File: config.mk
export PLATFORM = sky130hd
export DESIGN_NAME = uart_reg_responder_flat
export DESIGN_NICKNAME = d
export VERILOG_FILES = /design/src/rtl/uart_reg_responder_if.sv /design/src/rtl/uart_reg_responder.sv /design/src/flat_wrapper.sv
export SDC_FILE = /design/constraint.sdc
export NUM_CORES = 1
export LEC_CHECK = 0
export CAP_MARGIN = 20
export CORE_MARGIN = 3
export CORE_UTILIZATION = 34
export CTS_CLUSTER_DIAMETER = 100
export DETAILED_ROUTE_END_ITERATION = 10
export GPL_ROUTABILITY_DRIVEN = 0
export MAX_ROUTING_LAYER = met4
export PLACE_DENSITY = 0.61
export SYNTH_ARGS = -nofsm -noshare
export SYNTH_HDL_FRONTEND = slang
export SYNTH_SLANG_ARGS = --single-unit
File: constraint.sdc
create_clock -name clk -period 2.52 [get_ports clk]
set_clock_uncertainty 0.05 [all_clocks]
set_input_delay 0.504 -clock clk [delete_from_list [all_inputs] [get_ports clk]]
set_output_delay 0.504 -clock clk [all_outputs]
set_load 0.05 [all_outputs]
File: src/rtl/uart_reg_responder_if.sv
`default_nettype none
// ============================================================================
//  Module   : uart_reg_responder_if
//  Purpose  : Byte handshake (RX/TX) and register bus bundle between the
//             UART command responder (slave) and its environment (master:
//             UART pin converter plus register file).
//  Revision : 1.0 - initial release
// ============================================================================
interface uart_reg_responder_if #(
  parameter int ADDR_W = 4
);
  // Received byte path: converter -> responder
  logic              rx_stb;
  logic [7:0]        rx_dat;
  logic              rx_ack;
  // Reply byte path: responder -> converter
  logic              tx_stb;
  logic [7:0]        tx_dat;
  logic              tx_ack;
  logic              tx_rdy;
  // Register bus
  logic              reg_we;
  logic [ADDR_W-1:0] reg_addr;
  logic [7:0]        reg_wdat;
  logic [7:0]        reg_rdat;

  // Environment side: converter and register file
  modport master (
    output rx_stb, rx_dat, tx_ack, tx_rdy, reg_rdat,
    input  rx_ack, tx_stb, tx_dat, reg_we, reg_addr, reg_wdat
  );

  // Responder side
  modport slave (
    input  rx_stb, rx_dat, tx_ack, tx_rdy, reg_rdat,
    output rx_ack, tx_stb, tx_dat, reg_we, reg_addr, reg_wdat
  );
endinterface
`default_nettype wire

File: src/rtl/uart_reg_responder.sv
`default_nettype none
// ============================================================================
//  Module   : uart_reg_responder
//  Purpose  : Decodes 'W' addr data / 'R' addr byte commands arriving over
//             the RX strobe/ack handshake, drives a simple register bus and
//             returns one reply byte per command over the TX handshake.
//  Options  : RESP_TIMEOUT_EN - when defined, a partially received command
//             is abandoned after TIMEOUT_CYC idle cycles (counted as error).
//  Revision : 1.0 - initial release
// ============================================================================
module uart_reg_responder #(
  parameter int ADDR_W      = 4,
  parameter int TIMEOUT_CYC = 5_000_000
) (
  input  wire                 clk,
  input  wire                 rst_n,
  uart_reg_responder_if.slave bus,
  output logic                busy,
  output logic [7:0]          err_cnt
);

  // Command and reply byte codes
  localparam logic [7:0] c_cmd_write = 8'h57;  // 'W'
  localparam logic [7:0] c_cmd_read  = 8'h52;  // 'R'
  localparam logic [7:0] c_rsp_ok    = 8'h4B;  // 'K'
  localparam logic [7:0] c_rsp_err   = 8'h3F;  // '?'

  // FSM encoding
  localparam logic [2:0] c_st_idle     = 3'd0;
  localparam logic [2:0] c_st_get_addr = 3'd1;
  localparam logic [2:0] c_st_get_data = 3'd2;
  localparam logic [2:0] c_st_exec     = 3'd3;
  localparam logic [2:0] c_st_send     = 3'd4;
  localparam logic [2:0] c_st_wait_ack = 3'd5;

  // Reject impossible configurations at elaboration
  if (ADDR_W < 1 || ADDR_W > 8 || TIMEOUT_CYC < 1) begin : g_param_check
    $error("uart_reg_responder: ADDR_W must be 1..8 and TIMEOUT_CYC >= 1");
  end

  logic [2:0]        state_q,    state_d;
  logic              armed_q,    armed_d;     // RX_STB seen low since last ack
  logic              rx_ack_q,   rx_ack_d;
  logic              is_wr_q,    is_wr_d;     // current command is a write
  logic              tx_stb_q,   tx_stb_d;
  logic [7:0]        tx_dat_q,   tx_dat_d;
  logic [7:0]        reply_q,    reply_d;     // reply parked while TX busy
  logic              reg_we_q,   reg_we_d;
  logic [ADDR_W-1:0] reg_addr_q, reg_addr_d;
  logic [7:0]        reg_wdat_q, reg_wdat_d;
  logic [7:0]        err_cnt_q,  err_cnt_d;

  logic              w_accept;
  logic              w_addr_bad;
  logic              w_err_inc;
  logic              w_launch;
  logic [7:0]        w_launch_dat;

`ifdef RESP_TIMEOUT_EN
  localparam int                c_tmo_w   = $clog2(TIMEOUT_CYC + 1);
  localparam logic [c_tmo_w-1:0] c_tmo_max = c_tmo_w'(TIMEOUT_CYC);
  logic [c_tmo_w-1:0] tmo_q, tmo_d;
`endif

  // A byte is taken only in the receiving states and only once per strobe
  assign w_accept = bus.rx_stb && armed_q &&
                    ((state_q == c_st_idle) ||
                     (state_q == c_st_get_addr) ||
                     (state_q == c_st_get_data));

  // Any address bit at or above ADDR_W makes the address unreachable
  assign w_addr_bad = ((bus.rx_dat >> ADDR_W) != 8'd0);

  // Next-state, handshake and register bus decode
  always_comb begin
    state_d      = state_q;
    armed_d      = armed_q;
    rx_ack_d     = 1'b0;
    is_wr_d      = is_wr_q;
    tx_stb_d     = tx_stb_q;
    tx_dat_d     = tx_dat_q;
    reply_d      = reply_q;
    reg_we_d     = 1'b0;
    reg_addr_d   = reg_addr_q;
    reg_wdat_d   = reg_wdat_q;
    err_cnt_d    = err_cnt_q;
    w_err_inc    = 1'b0;
    w_launch     = 1'b0;
    w_launch_dat = reply_q;
`ifdef RESP_TIMEOUT_EN
    tmo_d        = '0;
`endif

    // The converter holds STB for a cycle after our ack; wait for it to drop
    if (!bus.rx_stb) begin
      armed_d = 1'b1;
    end
    if (w_accept) begin
      armed_d  = 1'b0;
      rx_ack_d = 1'b1;
    end

    case (state_q)
      c_st_idle: begin
        if (w_accept) begin
          if (bus.rx_dat == c_cmd_write) begin
            is_wr_d = 1'b1;
            state_d = c_st_get_addr;
          end else if (bus.rx_dat == c_cmd_read) begin
            is_wr_d = 1'b0;
            state_d = c_st_get_addr;
          end else begin
            w_err_inc    = 1'b1;
            w_launch     = 1'b1;
            w_launch_dat = c_rsp_err;
          end
        end
      end
      c_st_get_addr: begin
        if (w_accept) begin
          if (w_addr_bad) begin
            w_err_inc    = 1'b1;
            w_launch     = 1'b1;
            w_launch_dat = c_rsp_err;
          end else begin
            reg_addr_d = bus.rx_dat[ADDR_W-1:0];
            state_d    = is_wr_q ? c_st_get_data : c_st_exec;
          end
        end
      end
      c_st_get_data: begin
        if (w_accept) begin
          // Strobe is registered so it is high exactly during the EXEC cycle
          reg_wdat_d = bus.rx_dat;
          reg_we_d   = 1'b1;
          state_d    = c_st_exec;
        end
      end
      c_st_exec: begin
        // Read data is taken at the end of EXEC, with REG_ADDR settled
        w_launch     = 1'b1;
        w_launch_dat = is_wr_q ? c_rsp_ok : bus.reg_rdat;
      end
      c_st_send: begin
        if (bus.tx_rdy) begin
          tx_stb_d = 1'b1;
          tx_dat_d = reply_q;
          state_d  = c_st_wait_ack;
        end
      end
      c_st_wait_ack: begin
        if (bus.tx_ack) begin
          tx_stb_d = 1'b0;
          state_d  = c_st_idle;
        end
      end
      default: begin
        state_d = c_st_idle;
      end
    endcase

    // Reply launch: SEND is only occupied while the transmitter is busy;
    // with TX_RDY high the strobe rises on the very edge that leaves EXEC
    // (or the rejecting state), giving the minimum reply latency.
    if (w_launch) begin
      if (bus.tx_rdy) begin
        tx_stb_d = 1'b1;
        tx_dat_d = w_launch_dat;
        state_d  = c_st_wait_ack;
      end else begin
        reply_d  = w_launch_dat;
        state_d  = c_st_send;
      end
    end

`ifdef RESP_TIMEOUT_EN
    // Inter-byte watchdog while a command is partially received
    if ((state_q == c_st_get_addr) || (state_q == c_st_get_data)) begin
      if (w_accept) begin
        tmo_d = '0;
      end else if (tmo_q == c_tmo_max) begin
        tmo_d     = '0;
        w_err_inc = 1'b1;
        state_d   = c_st_idle;
      end else begin
        tmo_d = tmo_q + 1'b1;
      end
    end
`endif

    // Saturating error counter
    if (w_err_inc && (err_cnt_q != 8'hFF)) begin
      err_cnt_d = err_cnt_q + 8'd1;
    end
  end

  // State and output registers, asynchronously cleared
  always_ff @(posedge clk or negedge rst_n) begin
    if (!rst_n) begin
      state_q    <= c_st_idle;
      armed_q    <= 1'b1;
      rx_ack_q   <= 1'b0;
      is_wr_q    <= 1'b0;
      tx_stb_q   <= 1'b0;
      tx_dat_q   <= 8'h00;
      reply_q    <= 8'h00;
      reg_we_q   <= 1'b0;
      reg_addr_q <= '0;
      reg_wdat_q <= 8'h00;
      err_cnt_q  <= 8'h00;
    end else begin
      state_q    <= state_d;
      armed_q    <= armed_d;
      rx_ack_q   <= rx_ack_d;
      is_wr_q    <= is_wr_d;
      tx_stb_q   <= tx_stb_d;
      tx_dat_q   <= tx_dat_d;
      reply_q    <= reply_d;
      reg_we_q   <= reg_we_d;
      reg_addr_q <= reg_addr_d;
      reg_wdat_q <= reg_wdat_d;
      err_cnt_q  <= err_cnt_d;
    end
  end

`ifdef RESP_TIMEOUT_EN
  // Inter-byte timeout counter
  always_ff @(posedge clk or negedge rst_n) begin
    if (!rst_n) begin
      tmo_q <= '0;
    end else begin
      tmo_q <= tmo_d;
    end
  end
`else
  // No watchdog: GET_ADDR/GET_DATA wait indefinitely for the next byte
`endif

  assign bus.rx_ack   = rx_ack_q;
  assign bus.tx_stb   = tx_stb_q;
  assign bus.tx_dat   = tx_dat_q;
  assign bus.reg_we   = reg_we_q;
  assign bus.reg_addr = reg_addr_q;
  assign bus.reg_wdat = reg_wdat_q;
  assign busy         = (state_q != c_st_idle);
  assign err_cnt      = err_cnt_q;

endmodule
`default_nettype wire
File: src/flat_wrapper.sv
// flat-port wrapper written by rule: the top's interface ports become plain ports
module uart_reg_responder_flat 
#(
  parameter int ADDR_W      = 4,
  parameter int TIMEOUT_CYC = 5_000_000
)
  (clk, rst_n, busy, err_cnt, bus_rx_stb, bus_rx_dat, bus_tx_ack, bus_tx_rdy, bus_reg_rdat, bus_rx_ack, bus_tx_stb, bus_tx_dat, bus_reg_we, bus_reg_addr, bus_reg_wdat);
  uart_reg_responder_if #(.ADDR_W(ADDR_W)) bus_i ();
  input  wire clk;
  input  wire rst_n;
  output logic busy;
  output logic [7:0] err_cnt;
  input wire logic [$bits(bus_i.rx_stb)-1:0] bus_rx_stb;
  input wire logic [$bits(bus_i.rx_dat)-1:0] bus_rx_dat;
  input wire logic [$bits(bus_i.tx_ack)-1:0] bus_tx_ack;
  input wire logic [$bits(bus_i.tx_rdy)-1:0] bus_tx_rdy;
  input wire logic [$bits(bus_i.reg_rdat)-1:0] bus_reg_rdat;
  output wire logic [$bits(bus_i.rx_ack)-1:0] bus_rx_ack;
  output wire logic [$bits(bus_i.tx_stb)-1:0] bus_tx_stb;
  output wire logic [$bits(bus_i.tx_dat)-1:0] bus_tx_dat;
  output wire logic [$bits(bus_i.reg_we)-1:0] bus_reg_we;
  output wire logic [$bits(bus_i.reg_addr)-1:0] bus_reg_addr;
  output wire logic [$bits(bus_i.reg_wdat)-1:0] bus_reg_wdat;
  assign bus_i.rx_stb = bus_rx_stb;
  assign bus_i.rx_dat = bus_rx_dat;
  assign bus_i.tx_ack = bus_tx_ack;
  assign bus_i.tx_rdy = bus_tx_rdy;
  assign bus_i.reg_rdat = bus_reg_rdat;
  assign bus_rx_ack = bus_i.rx_ack;
  assign bus_tx_stb = bus_i.tx_stb;
  assign bus_tx_dat = bus_i.tx_dat;
  assign bus_reg_we = bus_i.reg_we;
  assign bus_reg_addr = bus_i.reg_addr;
  assign bus_reg_wdat = bus_i.reg_wdat;
  uart_reg_responder #(.ADDR_W(ADDR_W), .TIMEOUT_CYC(TIMEOUT_CYC)) u_core (.clk(clk), .rst_n(rst_n), .bus(bus_i), .busy(busy), .err_cnt(err_cnt));
endmodule
==> key figures <==
Power
  • PD cells: ~1100 mW/mm²
  • Peak supply drop: approximately 710 µV
  • Lkg Pwr: approximately 1.2 nW

Placed design
  • # placed instances: between 300 and 400
  • Post-placement cell area: 0.00273 mm²
  • IO buf count: 52
  • HPWL after detailed placement: around 3500 µm

Finish
  • Nets: roughly 270
  • Area grow syn2layout: 40.9%
  • Final std cells w/o fill: 321
  • Non-Filler Cell Area, Final: 0.00286 mm²
  • Final core utilization: between 50% and 60%
  • Share of cells above drive strength 1: 18.5%
  • Antenna Cells: 0

Timing
  • Final slew viol count: 0
  • Worst slew pin tran: 0.516 ns
  • Slew margin rel.: 65.5%
  • Hold Vio Cnt, Final: 0
  • Final period util: 94.6%
  • Fmax achieved: 0.420 GHz
  • Setup TNS: 0 ns
  • RSZ-0062 raised after global routing: no
  • Minimum clock period: 2.38 ns
  • # setup viols final: 0

Setup path
  • Reg2reg path depth: 5
  • Buf/Inv on CP: 2
  • Reg-to-reg endpoint: u_core.err_cnt[1]
  • Crit-path cells: nor3_2 > inv_1 > clkdlybuf4s50_1
  • Launching point of the worst reg2reg path: u_core.state_q[2]
  • Crit Path Class: reg -> out
  • CP max stage delay: slightly above 0.7 ns
  • Crit path max-delay family: buffers and inverters
  • Crit path launch type: register
  • CP Data Arrival Time: 1.83 ns
  • Worst path depth: 3
  • Crit Path Max Fanout: 9
  • Critical Path RT: 1.97 ns
  • Crit path launch: u_core.state_q[2]
  • Endpoint type of the worst setup path: output port
  • Setup crit end: busy
  • Max stage delay cell, worst path: clkdlybuf4s50_1
  • Reg-to-reg slack, setup: 0.69 ns

Synthesis
  • EDFF count, synth: 0
  • Most common cell in the netlist: dfrtp_1
  • Seq/Total Area, Yosys: 54.3%
  • Syn Area/Cell: 11.3 µm²
  • Register bit total from synthesis: 44
  • Synth async-reset ratio: between 90% and 100%
  • Synthesized cell area: 0.00203 mm²
  • Post-synth net total: 202
  • Area leader, netlist: dfrtp_1
  • Distinct cells, synth: 40
  • Ys flop type: dfrtp_1
  • Area contributors post-synth: dfrtp_1 (53%), mux2_2 (7.2%), nand2_1 (3.7%)
  • Cells after synthesis: 180
  • Synth top area share: between 50 and 60%
  • Ys Warns: 0
  • Synth cell count leaders: dfrtp_1 (43), nand2_1 (20), mux2_2 (13), a21oi_1 (12), nor2_1 (10)

Clocking
  • Clk buf depth: 2
  • Clk Latency, worst-skew pair: 0.29 ns
  • Root Buffer: clkbuf_8
  • Num CTS Buffers: 5
  • Cts repair resizes: 0
  • H-tree level count: 2
  • CTS tree: yes
  • Setup Buffers After CTS: 0
  • Clock Sinks: 44
  • CTS Hold Bufs: 0
  • Clock-pin slew on the worst setup and hold paths: 0.08 ns

Floorplan
  • Row count: 27
  • Die Ht: 83.3 µm
  • Initial Util: a little over a third
  • Die area: 0.00694 mm²
  • IO Pins: 53
  • Die X: 83.3 µm
  • Core region area: between 0.005 and 0.006 mm²

Worst hold path
  • Hold Crit Class: in -> async

Status
  • Status: finished clean

Drt
  • Iter 0 DRT Violations: 108
  • DR WL/cell: 15.1 µm
  • Detail Route Antenna Nets: 0
  • Vias: between 1500 and 2000
  • DRT Pass-1 Iters: 4
  • Avg Vias per Cell: 5.20
  • Total Wirelength: approximately 4900 µm
  • DRC: 0

Flow run
  • Max_cap viols: 0

Global route
  • Vias in the first global route: 1703
  • Total grt overflow: 0
  • Initial antenna violation count: 0
  • Global-route wire length before repair: about 8500 µm
  • Gr usage total: 15.4%
  • Largest net degree at the start of global routing: 45
==> layout by cell type, fill, tap and decap left out, types with 5 or more instances in the layout <==
| cell | synthesis | final |
|---|---|---|
| nand2_1 | 20 | 20 |
| nand4_1 | 6 | 6 |
| xnor2_1 | 5 | 5 |
| buf_4 | 0 | 14 |
| clkdlybuf4s50_1 | 0 | 51 |
| clkbuf_8 | 0 | 5 |
| a2bb2oi_1 | 6 | 6 |
| a32oi_1 | 6 | 6 |
| nor2_1 | 10 | 10 |
| a21oi_1 | 12 | 12 |
| nand3_1 | 7 | 7 |
| inv_1 | 7 | 7 |
| dfrtp_1 | 43 | 43 |
| nor3_1 | 5 | 5 |
| mux2_2 | 13 | 13 |
==> per-layer routing <==
layer  wire [µm]  GRT usage [%]
met3         162           3.57
met4          66           5.35
met2        2230           22.8
met5           0              -
met1        2400           20.8
==> registers in the layout (all words and copies together) (netlist names) <==
signal and flops:
u_core.bus.reg_wdat 8, u_core.bus.tx_dat 8, u_core.err_cnt 8, u_core.reply_q 8
u_core.bus.reg_addr 4, u_core.state_q 3, u_core.armed_q 1, u_core.bus.reg_we 1
u_core.bus.rx_ack 1, u_core.bus.tx_stb 1, u_core.is_wr_q 1
==> worst min path at each step <==
stage,startpoint,to,slack [ns],cells past startpoint
5_1_grt,rst_n,u_core.bus.reg_wdat[4],0.14,2
2_1_floorplan,rst_n,u_core.bus.reg_addr[0],0.16,0
3_3_place_gp,u_core.bus.reg_wdat[3],u_core.bus.reg_wdat[3],0.44,1
6_report,rst_n,u_core.bus.tx_stb,0.13,2
3_5_place_dp,u_core.bus.reg_wdat[0],u_core.bus.reg_wdat[0],0.44,1
4_1_cts,rst_n,u_core.bus.tx_dat[1],0.13,2
==> power breakdown <==
part	leakage [nW]	switching, mW	internal, mW
sequential	0.534	0.143	0.899
combinational	0.615	0.936	0.584
clock	0.0642	0.237	0.390
total	1.21	1.32	1.87
==> logic make-up (layout without fill, tap and decap cells) <==
| logic type | after synthesis | in the layout | share of synthesized area (%) |
|---|---|---|---|
| xor gates and xnor gates | 6 | 6 | 2.59 |
| buffers and inverters | 12 | 81 | 2.77 |
| DFF | 44 | 44 | 54.3 |
| adders and majority gates | 1 | 1 | 0.616 |
| and+or+nand+nor | 64 | 64 | 17.2 |
| AOI/OAI and AO/OA | 37 | 37 | 13.6 |
| muxes | 16 | 16 | 8.93 |
==> through the flow <==
stage | total power, mW | hold slack [ns] | setup WS, ns
2_1_floorplan | 2.06 | 0.158 | 0.609
3_3_place_gp | 2.57 | 0.436 | 0.0994
3_5_place_dp | 2.58 | 0.443 | 0.0558
4_1_cts | 3.23 | 0.131 | 0.119
5_1_grt | 3.37 | 0.137 | 0.000880
6_report | 3.19 | 0.129 | 0.137
==> cell type report <==
class | count | area (µm²)
Inverter | 7 | 26.3
Multi-Input combinational cell | 124 | 872
Clock inverter | 2 | 60.1
Tap cell | 72 | 90.1
Fill cell | 515 | 2780
Sequential cell | 44 | 1100
Timing Repair Buffer | 67 | 641
Clock buffer | 5 | 68.8
Note: power is estimated with default switching activity, not from simulation.
